## config.mk

```make
export PLATFORM = sky130hd
export DESIGN_NAME = match_event_logger
export DESIGN_NICKNAME = d
export VERILOG_FILES = /design/src/rtl/match_log_pkg.sv /design/src/rtl/match_log_fifo.sv /design/src/rtl/match_event_logger.sv
export SDC_FILE = /design/constraint.sdc
export NUM_CORES = 1
export LEC_CHECK = 0
export ABC_AREA = 1
export BUFFER_PORTS_ARGS = -buffer_cell sky130_fd_sc_hd__buf_2
export CAP_MARGIN = 10
export CELL_PAD_IN_SITES_DETAIL_PLACEMENT = 1
export CELL_PAD_IN_SITES_GLOBAL_PLACEMENT = 2
export CORE_ASPECT_RATIO = 0.9
export CORE_MARGIN = 2
export CORE_UTILIZATION = 33
export DETAILED_ROUTE_END_ITERATION = 8
export MAX_ROUTING_LAYER = met4
export PLACE_DENSITY = 0.81
export REMOVE_ABC_BUFFERS = 1
export SYNTH_ARGS = -nofsm -noshare
export SYNTH_HDL_FRONTEND = slang
export SYNTH_SLANG_ARGS = --single-unit
```

## constraint.sdc

```tcl
create_clock -name clock -period 2.6 [get_ports clock]
set_clock_uncertainty 0.05 [all_clocks]
set_input_delay 0.26 -clock clock [delete_from_list [all_inputs] [get_ports clock]]
set_output_delay 0.26 -clock clock [all_outputs]
set_load 0.05 [all_outputs]
```

## src/rtl/match_log_pkg.sv

```systemverilog
// Shared event codes and sizes for match_event_logger and its event FIFO.
package match_log_pkg;

    typedef enum logic [1:0] {
        EVT_VOLVO = 2'd0,
        EVT_VOOL  = 2'd1,
        EVT_LOL   = 2'd2,
        EVT_OOLVO = 2'd3
    } evt_code_t;

    localparam int unsigned NUM_PATTERNS = 4;
    localparam int unsigned CODE_W       = 2;

endpackage

```

## src/rtl/match_log_fifo.sv

```systemverilog
// First-word-fall-through event FIFO with wrap-bit pointers and synchronous flush.
module match_log_fifo #(
    parameter int unsigned DEPTH = 4,
    parameter int unsigned W     = 2
) (
    input  logic         clock,
    input  logic         reset,
    input  logic         clear,
    input  logic         push,
    input  logic         pop,
    input  logic [W-1:0] din,
    output logic [W-1:0] dout,
    output logic         full,
    output logic         empty
);

    localparam int unsigned AW = $clog2(DEPTH);

    logic [AW:0]  wptr;
    logic [AW:0]  rptr;
    logic [W-1:0] mem [DEPTH];
    logic         do_push;
    logic         do_pop;

    assign empty   = (wptr == rptr);
    assign full    = (wptr[AW] != rptr[AW]) && (wptr[AW-1:0] == rptr[AW-1:0]);
    assign do_pop  = pop && !empty;
    // A full FIFO still accepts a write when the head leaves on the same edge.
    assign do_push = push && (!full || do_pop);
    assign dout    = mem[rptr[AW-1:0]];

    always_ff @(posedge clock or posedge reset) begin
        if (reset) begin
            wptr <= '0;
            rptr <= '0;
        end else if (clear) begin
            wptr <= '0;
            rptr <= '0;
        end else begin
            if (do_push) wptr <= wptr + (AW+1)'(1);
            if (do_pop)  rptr <= rptr + (AW+1)'(1);
        end
    end

    always_ff @(posedge clock) begin
        if (do_push && !clear) mem[wptr[AW-1:0]] <= din;
    end

endmodule

```

## src/rtl/match_event_logger.sv

```systemverilog
// Logs rising edges of detector flags as {code, timestamp} records with per-pattern counters.
// Define MATCH_LOG_TS_EN to store a timestamp per record; otherwise evt_ts is tied to 0.
module match_event_logger #(
    parameter int unsigned CNT_W      = 8,
    parameter int unsigned FIFO_DEPTH = 4,
    parameter int unsigned TS_W       = 16
) (
    input  logic             clock,
    input  logic             reset,
    input  logic             volvo,
    input  logic             vool,
    input  logic             lol,
    input  logic             oolvo,
    input  logic             clear,
    output logic             evt_valid,
    input  logic             evt_ready,
    output logic [1:0]       evt_code,
    output logic [TS_W-1:0]  evt_ts,
    output logic [CNT_W-1:0] cnt_volvo,
    output logic [CNT_W-1:0] cnt_vool,
    output logic [CNT_W-1:0] cnt_lol,
    output logic [CNT_W-1:0] cnt_oolvo,
    output logic             overflow
);

    import match_log_pkg::*;

    logic [NUM_PATTERNS-1:0] s_q;
    logic [NUM_PATTERNS-1:0] p_q;
    logic [NUM_PATTERNS-1:0] rise;
    evt_code_t               win_code;
    logic                    hit;
    logic                    pop;
    logic                    full;
    logic                    empty;
    logic [CNT_W-1:0]        cnt [NUM_PATTERNS];

`ifdef MATCH_LOG_TS_EN
    localparam int unsigned REC_W = CODE_W + TS_W;
    logic [TS_W-1:0] ts_q;
    logic [TS_W-1:0] ts_next;
`else
    localparam int unsigned REC_W = CODE_W;
`endif

    logic [REC_W-1:0] push_rec;
    logic [REC_W-1:0] head;

    // Sampling keeps running through clear so a held flag cannot re-trigger afterwards.
    always_ff @(posedge clock or posedge reset) begin
        if (reset) begin
            s_q <= '0;
            p_q <= '0;
        end else begin
            s_q <= {oolvo, lol, vool, volvo};
            p_q <= s_q;
        end
    end

    assign rise = s_q & ~p_q;
    assign hit  = |rise;

    always_comb begin
        win_code = EVT_VOLVO;
        if (rise[0])      win_code = EVT_VOLVO;
        else if (rise[1]) win_code = EVT_VOOL;
        else if (rise[2]) win_code = EVT_LOL;
        else if (rise[3]) win_code = EVT_OOLVO;
    end

    always_ff @(posedge clock or posedge reset) begin
        if (reset) begin
            for (int unsigned i = 0; i < NUM_PATTERNS; i++) cnt[i] <= '0;
            overflow <= 1'b0;
        end else if (clear) begin
            for (int unsigned i = 0; i < NUM_PATTERNS; i++) cnt[i] <= '0;
            overflow <= 1'b0;
        end else begin
            if (hit && cnt[win_code] != '1) cnt[win_code] <= cnt[win_code] + CNT_W'(1);
            if (hit && full && !pop) overflow <= 1'b1;
        end
    end

    assign cnt_volvo = cnt[0];
    assign cnt_vool  = cnt[1];
    assign cnt_lol   = cnt[2];
    assign cnt_oolvo = cnt[3];

`ifdef MATCH_LOG_TS_EN
    // A record carries the timestamp value that the counter takes on its push edge.
    assign ts_next  = ts_q + TS_W'(1);
    assign push_rec = {win_code, ts_next};

    always_ff @(posedge clock or posedge reset) begin
        if (reset)      ts_q <= '0;
        else if (clear) ts_q <= '0;
        else            ts_q <= ts_next;
    end

    assign evt_ts = empty ? '0 : head[TS_W-1:0];
`else
    assign push_rec = win_code;
    assign evt_ts   = '0;
`endif

    assign evt_valid = !empty;
    assign pop       = evt_valid && evt_ready;
    assign evt_code  = empty ? '0 : head[REC_W-1 -: CODE_W];

    match_log_fifo #(
        .DEPTH (FIFO_DEPTH),
        .W     (REC_W)
    ) u_fifo (
        .clock (clock),
        .reset (reset),
        .clear (clear),
        .push  (hit),
        .pop   (pop),
        .din   (push_rec),
        .dout  (head),
        .full  (full),
        .empty (empty)
    );

endmodule
```

Word level (Yosys, flattened, before mapping)
Memories as Yosys holds them, arrays and structs flattened.
Cells that the tools add are included.
{"block": "op_classes", "n_lt_le_gt_ge": 2, "add_sub_neg": 3, "muxes": 21, "n_eq_ne": 4, "n_reduce_logical": 19, "n_bitwise": 3}
{"op": "$mux 32", "count": 2}
{"op": "$bwmux 32", "count": 1}
{"op": "$mux 8", "count": 3}
{"op": "$bmux 8 s2", "count": 1}
{"op": "$demux 8 s2", "count": 1}
{"op": "$mux 3", "count": 4}
{"op": "$mux 2", "count": 5}
{"op": "$logic_and 1x1->1", "count": 9}
{"op": "$add 8x1->8 const B", "count": 1}
{"op": "$ne 8x8->1 const B", "count": 1}
{"op": "$reduce_bool 2->1", "count": 4}
{"op": "$add 3x1->3 const B", "count": 2}
{"op": "$and 4x4->4", "count": 1}
{"op": "$logic_not 1->1", "count": 4}
{"op": "$mux 1", "count": 4}
{"op": "$not 4->4", "count": 1}
{"op": "$reduce_or 4->1", "count": 1}
{"op": "$eq 3x3->1", "count": 1}
{"op": "$ge 3x3->1 const B", "count": 1}
{"op": "$lt 3x1->1 const B", "count": 1}
{"op": "$not 2->3", "count": 1}
{"op": "$eq 2x2->1", "count": 1}
{"op": "$logic_or 1x1->1", "count": 1}
{"op": "$ne 1x1->1", "count": 1}
{"block": "word_totals", "ram_bits": 8, "word_cells": 62, "memories": 1, "register_bits": 47, "out_inout_bits": 52, "input_bits": 8}
{"name": "u_fifo.mem", "depth": 4, "width": 2, "rd": 1, "rd_ports_with_merged_regs": 0, "wr": 1, "line": "match_log_fifo.sv:21", "source": "logic [W-1:0] mem [DEPTH];"}

Logic depth before layout (Yosys ltp)
Gate-level depths: netlist (run 1).
{"block": "logic_depth", "depth_word": 14, "ltp_mapped": 18}

Hierarchy
A second synthesis (run 1) with hierarchy kept.
{"block": "hier_totals", "hier_cells": 426, "area_unflattened_um2": 3338.2}
{"mod": "match_event_logger", "n_inst": 1, "seq_area_each_um2": 1026.0, "cells_per_inst": 341, "area_each_um2": 2546.2}
{"mod": "match_log_fifo", "n_inst": 1, "seq_area_each_um2": 390.4, "cells_per_inst": 85, "area_each_um2": 792.0}

Least setup slack after synthesis (run 1)
Ideal clock, no wire load.
{"block": "synth_timing", "kind": "register -> register", "start": "register p_q[2]", "end": "register cnt (netlist bit cnt_lol[3])", "synth_period_minus_slack_ps": 2139, "arrival_ps": 1969, "setup_slack_ps": 461, "t_required_ps": 2430, "stages_incl_launch_ff": 19, "cell_sequence": "dfrtp_1 inv_1 nand2_1 nand2_4 nand2_8 nand2_8 buf_6 nand2_1 nand2_1 nand2_1 nand2_1 ha_1 nand2_1 nor2_4 nand2_8 nand2_8 nor2_4 nand2_1 nand2_1"}
{"block": "synth_via", "elab_chain_cells": 13}
{"item": "from (decl)", "line": "match_event_logger.sv:29", "source": "logic [NUM_PATTERNS-1:0] p_q;"}
{"item": "from (signal assigned)", "line": "match_event_logger.sv:56", "source": "p_q <= s_q;"}
{"item": "$not 4->4 *", "line": "match_event_logger.sv:60", "source": "assign rise = s_q & ~p_q;"}
{"item": "$and 4x4->4 *", "line": "match_event_logger.sv:60"}
{"item": "$mux 2", "line": "match_event_logger.sv:67", "source": "else if (rise[2]) win_code = EVT_LOL;"}
{"item": "$mux 2", "line": "match_event_logger.sv:66", "source": "else if (rise[1]) win_code = EVT_VOOL;"}
{"item": "$mux 2", "line": "match_event_logger.sv:65", "source": "if (rise[0]) win_code = EVT_VOLVO;"}
{"item": "$not 2->3 (not written as such)", "line": "match_event_logger.sv:79", "source": "if (hit && cnt[win_code] != '1) cnt[win_code] <= cnt[win_code] + CNT_W'(1);"}
{"item": "$bmux 8 s2 (tied with other cells)", "line": "match_event_logger.sv:79"}
{"item": "$mux 8 (not written as such) / $logic_and 1x1->1 (equally long branches)", "line": "match_event_logger.sv:79"}
{"item": "$mux 8 (not written as such)", "line": "match_event_logger.sv:79"}
{"item": "$add 8x1->8 / $demux 8 s2 (equally long branches)", "line": "match_event_logger.sv:79"}
{"item": "$bwmux 32", "line": "match_event_logger.sv:79"}
{"item": "$mux 32", "line": "match_event_logger.sv:79"}
{"item": "$mux 32", "line": "match_event_logger.sv:75", "source": "end else if (clear) begin"}
{"item": "to (decl)", "line": "match_event_logger.sv:36", "source": "logic [CNT_W-1:0] cnt [NUM_PATTERNS];"}
Mark *: on every way between the ends. The rest lies on a longest branch, timed or not. The select of a mux whose other input is x is not followed.
A chain may end at the register's enable or synchronous reset.

Final worst setup path (run 1)
{"block": "layout_timing", "start": "register s_q[0]", "end": "register cnt (netlist bit cnt_oolvo[2])"}
{"block": "layout_via", "elab_chain_cells": 10}
{"item": "from (decl)", "line": "match_event_logger.sv:28", "source": "logic [NUM_PATTERNS-1:0] s_q;"}
{"item": "from (signal assigned)", "line": "match_event_logger.sv:55", "source": "s_q <= {oolvo, lol, vool, volvo};"}
{"item": "$and 4x4->4 *", "line": "match_event_logger.sv:60"}
{"item": "$mux 2", "line": "match_event_logger.sv:65"}
{"item": "$not 2->3 (not written as such)", "line": "match_event_logger.sv:79"}
{"item": "$bmux 8 s2 (tied with other cells)", "line": "match_event_logger.sv:79"}
{"item": "$mux 8 (not written as such) / $logic_and 1x1->1 (equally long branches)", "line": "match_event_logger.sv:79"}
{"item": "$mux 8 (not written as such)", "line": "match_event_logger.sv:79"}
{"item": "$add 8x1->8 / $demux 8 s2 (equally long branches)", "line": "match_event_logger.sv:79"}
{"item": "$bwmux 32", "line": "match_event_logger.sv:79"}
{"item": "$mux 32", "line": "match_event_logger.sv:79"}
{"item": "$mux 32", "line": "match_event_logger.sv:75"}
Marks and branches as above.

==> reports/metrics.csv, run 1 <==
metric,value,unit
run status,"complete, no violations",
Crit. path cell count,16,
count of final hold-check violations,0,
share of the cycle needed by the critical path after routing,94.3,%
count of buffer and inverter cells on the critical path,2,
depth of the CTS H-tree,2,
time the final worst path needs with I/O delays and setup,2.45,ns
endpoint arrival time on the critical path,2.60,ns
Final setup viols,0,
Max IR drop VDD,198,uV
area overhead of the layout relative to synthesis,15.7,%
num rows,34,
total design power,2.26,mW
number of buffers added on ports,43,
Die Outline Area,10800,um^2
Detailed Route WL,9.14,mm
cells after synthesis,392,
final std cells w/o fill,578,
minimum setup slack in the final design,0.149,ns
number of detailed-routing iterations run before antenna repair,4,
register bit total from synthesis,55,
detailed router's first-iteration violation count,83,
post-DR vias/cell,4.74,
share of Yosys cell area claimed by the top area cell type,35.6,%
TritonCTS clock tree,yes,
cell breakdown of the critical path,"nand2_4, nand2_4, inv_2, nand2_2, nand3b_1, nand2_1, nor2_2, ha_2, nand2_1, nor2_4, nand2_8, nand2_8, nor2_4, buf_12, nand2_1, nand2_1",
predominant post-synthesis flop cell,dfrtp_1,
antenna diode count,0,
power density relative to cell area,590,nW/um^2
worst endpoint required time,2.75,ns
DRC violations left,0,
Inst Count DP,560,
overall overflow remaining after global route,0,
most common cell in the netlist,nand2_1,
Avg WL per Cell,15.8,um
share of flip-flops with an asynchronous set or reset after synthesis,85.5,%
sequential area share after synthesis,42.8,%
highest net fanout along the worst path,10,
fmax,408,MHz
slowest library cell on the worst path,dfrtp_1,
via count of the first global-routing pass,2742,
crit path launch type,flip-flop,
first-pass GRT wire length,14.7,mm
worst reg-to-reg path cell count,16,
Max Buffers Root-to-Sink,2,
library cell with the largest summed area after synthesis,dfrtp_1,
latest clock arrival within the worst-skew pair,0.31,ns
overall via count from detail_route,2738,
number of flops mapped to enable cells by yosys,8,
Crit path max-delay family,simple AND/OR/NAND/NOR gates,
reported max-cap violation count,0,
pin count of the biggest net entering global routing,48,
main area contributors after synthesis,"dfrtp_1 (36%), nand2_1 (14%), edfxtp_1 (7.3%), nand3_1 (6.8%), inv_1 (5.0%)",
number of synthesis warnings,0,
post-layout net count,465,
worst slew margin relative to its limit,57.3,%
type of the setup path with the least slack,reg2reg,
detailed-placement wirelength estimate,6.63,mm
clock buffer count from CTS,5,
CP max stage delay,0.42,ns
global-route usage over all layers,18.3,%
buffer type at the clock tree root,clkbuf_8,
gpl congestion,0.843,
fill cell count,1219,
CTS Sinks,55,
Commonest cells post-synth,"nand2_1 (123), dfrtp_1 (47), nand3_1 (45)",
horizontal die dimension,110,um
Tightest Pin Transition,0.641,ns
core area,9700,um^2
number of antenna violations at the first check in global routing,0,
setup repair after global routing missed its margin,false,
endpoint class of the critical path,flip-flop,
initial core utilization,34.1,%
number of routed nets with antenna violations,0,
die height,99.0,um
Post-Synthesis Cell Area,3310,um^2
Final Slew Violations,0,
class of the tightest hold or removal check,in2async,
cell with the most instances on the worst path,nand2_1,
count of distinct cell types in the synthesized netlist,31,
Lkg Pwr,2.02,nW
worst-case setup slack after placement,0.148,ns
total negative slack,0,ns
clock slew at reported path FFs,0.10,ns
share of cells above drive strength 1,23.9,%
IO Pins,60,
Avg Synthesized Cell Area,8.44,um^2
[cell type report]
type | instances | area [um^2] | share of cell area, %
sequential | 55 | 1420 | 37.0
multi-input combinational | 280 | 1600 | 41.7
clock inverter | 1 | 5.00 | 0.131
inverter | 49 | 184 | 4.81
tap | 126 | 158 | 4.12
clock buffer | 7 | 76.3 | 1.99
timing repair buffer | 60 | 390 | 10.2
[state kept, by name, summed over array words and instances, names as in the netlist, 3 cells and up]
name,flops
u_fifo.wptr,3
cnt_volvo,8
cnt_vool,8
u_fifo.mem,8
s_q,4
cnt_oolvo,8
p_q,4
cnt_lol,8
u_fifo.rptr,3
[worst reg2reg max path: cells and delay by family (launching register included)]
kind / cells / cell delay (ns)
adder cells (fa/ha/maj): 1 / 0.23
buffers and inverters: 2 / 0.22
flip-flops: 1 / 0.42
AND/OR/NAND/NOR: 13 / 1.44
[routing by layer]
| metal | wire length (um) | part of all wire [%] | vias to the layer above | track usage, % |
|---|---|---|---|---|
| met2 | 4220 | 46 | 59 | 27.8 |
| met5 | 0 | 0 | - | - |
| met3 | 347 | 3.8 | 4 | 2.18 |
| met1 | 4490 | 49 | 1348 | 26.2 |
| li1 | - | - | 1327 | - |
| met4 | 78 | 0.85 | 0 | 4.38 |
[kinds of logic (layout without fill, tap and decap cells)]
group	count (synthesis)	after routing	share of synthesized area [%]
xor gates and xnor gates	5	5	1.32
buffers and inverters	72	117	10.7
DFF	55	55	42.8
AOI/OAI and AO/OA	17	17	2.91
and+or+nand+nor	236	236	39.9
adders and majority gates	6	6	2.27
other	1	16	0.113
[placed cells by master (no fill, tap or decap), types with 8 or more instances in the layout]
cell type / count
buf_4: 10
nand2_1: 123
dfrtp_1: 47
edfxtp_1: 8
nand3_1: 45
inv_1: 43
nor2_4: 12
conb_1: 16
nor2_1: 16
buf_2: 43
[what timing repair did]
item,CTS,global route
gates resized for setup,0,1
endpoints found under the setup margin,0,5
setup buffers,0,6
hold buffers,4,0
hold endpoints to repair,4,0
[stage by stage]
step | instance area [um^2] | util (%) | hold slack (ns)
after floorplan | 3200 | - | 0.241
after global placement | 3620 | 37.3 | 0.313
after detailed placement | 3620 | 37.3 | 0.320
after CTS | 3740 | 38.6 | 0.0829
after global routing | 3830 | 39.5 | 0.0988
final | 3830 | 39.5 | 0.0475
[final timing paths]
path                              from             end  slack (ns)
worst max-delay path            s_q[0]    cnt_oolvo[2]        0.15
worst min-delay path             reset     cnt_vool[1]        0.05
worst max register to register  s_q[0]    cnt_oolvo[2]        0.15
worst min register to register  s_q[2]          p_q[2]        0.35
max in group asynchronous        reset  u_fifo.rptr[1]        2.01
min in group clock               clear  u_fifo.rptr[1]        0.20
[where the power goes]
group | total, mW | switching, mW | internal (mW)
logic | 0.795 | 0.590 | 0.205
clock network | 0.482 | 0.291 | 0.191
registers | 0.981 | 0.0523 | 0.929
total | 2.26 | 0.933 | 1.32
Power figures use the tool's default switching activity.
==> run 2: changes to the inputs <==
Settings changed: RECOVER_POWER set to 25.
==> reports/metrics.csv, run 2 (synthesized netlist as in run 1, its figures left out) <==
metric,value,unit
run status,"complete, no violations",
fmax,408,MHz
met2 track utilization from global routing,27.8,%
IO Pins,60,
class of the tightest hold or removal check,in2reg,
"commonest cells after routing, fill and taps aside","nand2_1 (123), dfrtp_1 (47), nand3_1 (45), inv_1 (44), buf_2 (43)",
Max IR drop VDD,198,uV
die height,99.0,um
detailed-placement wirelength estimate,6.63,mm
time the final worst path needs with I/O delays and setup,2.45,ns
reported max-cap violation count,0,
overall overflow remaining after global route,0,
power density relative to cell area,590,nW/um^2
gpl congestion,0.843,
global-route usage over all layers,18.3,%
total negative slack,0,ns
horizontal die dimension,110,um
initial core utilization,34.1,%
area overhead of the layout relative to synthesis,15.6,%
overall via count from detail_route,2736,
worst slew margin relative to its limit,17.3,%
count of final hold-check violations,0,
highest net fanout along the worst path,10,
endpoint arrival time on the critical path,2.61,ns
setup repair after global routing missed its margin,false,
met3 Use GR,2.18,%
share of cells above drive strength 1,23.7,%
"commonest non-fill, non-tap cell in the layout",nand2_1,
Max Buffers Root-to-Sink,2,
buffer type at the clock tree root,clkbuf_8,
Die Outline Area,10800,um^2
final std cells w/o fill,578,
met1 routing resource usage after global routing,26.2,%
TritonCTS clock tree,yes,
type of the setup path with the least slack,reg2reg,
flop-to-flop setup slack,0.15,ns
Detailed Route WL,9.14,mm
endpoint class of the critical path,flip-flop,
via count of the first global-routing pass,2742,
Final setup viols,0,
"Most Used Layer, Global Route",met2,
worst endpoint required time,2.75,ns
number of detailed-routing iterations run before antenna repair,4,
clock slew at reported path FFs,0.10,ns
first-pass GRT wire length,14.7,mm
core area,9700,um^2
pin count of the biggest net entering global routing,48,
clock buffer count from CTS,5,
share of the cycle needed by the critical path after routing,94.4,%
number of buffers added on ports,43,
number of routed nets with antenna violations,0,
num rows,34,
Lkg Pwr,2.02,nW
number of antenna violations at the first check in global routing,0,
latest clock arrival within the worst-skew pair,0.31,ns
post-DR vias/cell,4.73,
post-layout net count,465,
Inst Count DP,560,
Avg WL per Cell,15.8,um
depth of the CTS H-tree,2,
Tightest Pin Transition,1.24,ns
antenna diode count,0,
detailed router's first-iteration violation count,83,
CTS Sinks,55,
crit path launch type,flip-flop,
Final Slew Violations,0,
DRC violations left,0,
==> run 2: per-stage QoR <==
step                setup slack, ns  total power [mW]  utilization [%]  hold WS, ns  cell area [um^2]
global placement              0.210              1.76             37.3        0.313              3620
floorplan                     0.512              1.57                -        0.241              3200
global route                0.00506              2.38             39.4        0.196              3820
detailed placement            0.148              1.77             37.3        0.320              3620
CTS                           0.128              2.26             38.6       0.0829              3740
finish                        0.147              2.26             39.4        0.195              3820
==> run 2: area by class of cell <==
type | instances | area [um^2]
sequential | 55 | 1420
clock buffer | 7 | 76.3
clock inverter | 1 | 5.00
inverter | 49 | 184
fill | 1219 | 5870
timing repair buffer | 60 | 388
tap | 126 | 158
multi-input combinational | 280 | 1600
==> run 2: final timing paths <==
kind	from	to	depth (start not counted)
max in group asynchronous	reset	u_fifo.rptr[1]	3
min reg2reg	s_q[2]	p_q[2]	0
max	s_q[0]	cnt_oolvo[2]	16
min in group asynchronous	reset	cnt_vool[1]	3
max reg2reg	s_q[0]	cnt_oolvo[2]	16
min	clear	u_fifo.rptr[1]	2
==> run 2: report_power, final <==
| part | switching (mW) | internal, mW |
|---|---|---|
| sequential | 0.0523 | 0.929 |
| combinational | 0.589 | 0.204 |
| clock | 0.291 | 0.191 |
==> run 2: metal layers <==
| layer | wire, um | up-vias |
|---|---|---|
| met5 | 0 | - |
| met4 | 78 | 0 |
| met3 | 399 | 4 |
| met2 | 4220 | 65 |
| met1 | 4440 | 1340 |
| li1 | - | 1327 |
==> run 2: what timing repair did <==
action                                  CTS  global route
hold buffers                              4             0
resized for setup                         0             1
endpoints found under the hold margin     4             0
endpoints found under the setup margin    0             5
buffers inserted                          0             6
==> run 2: critical path, stage by stage (launching register included) <==
cell and delay, ns:
dfrtp_1 0.42, nand2_4 0.17, nand2_4 0.11, inv_2 0.08, nand2_2 0.12, nand3b_1 0.12, nand2_1 0.07, nor2_2 0.13
ha_2 0.23, nand2_1 0.09, nor2_4 0.19, nand2_8 0.12, nand2_8 0.13, nor2_4 0.05, buf_12 0.14, nand2_1 0.07
nand2_1 0.06
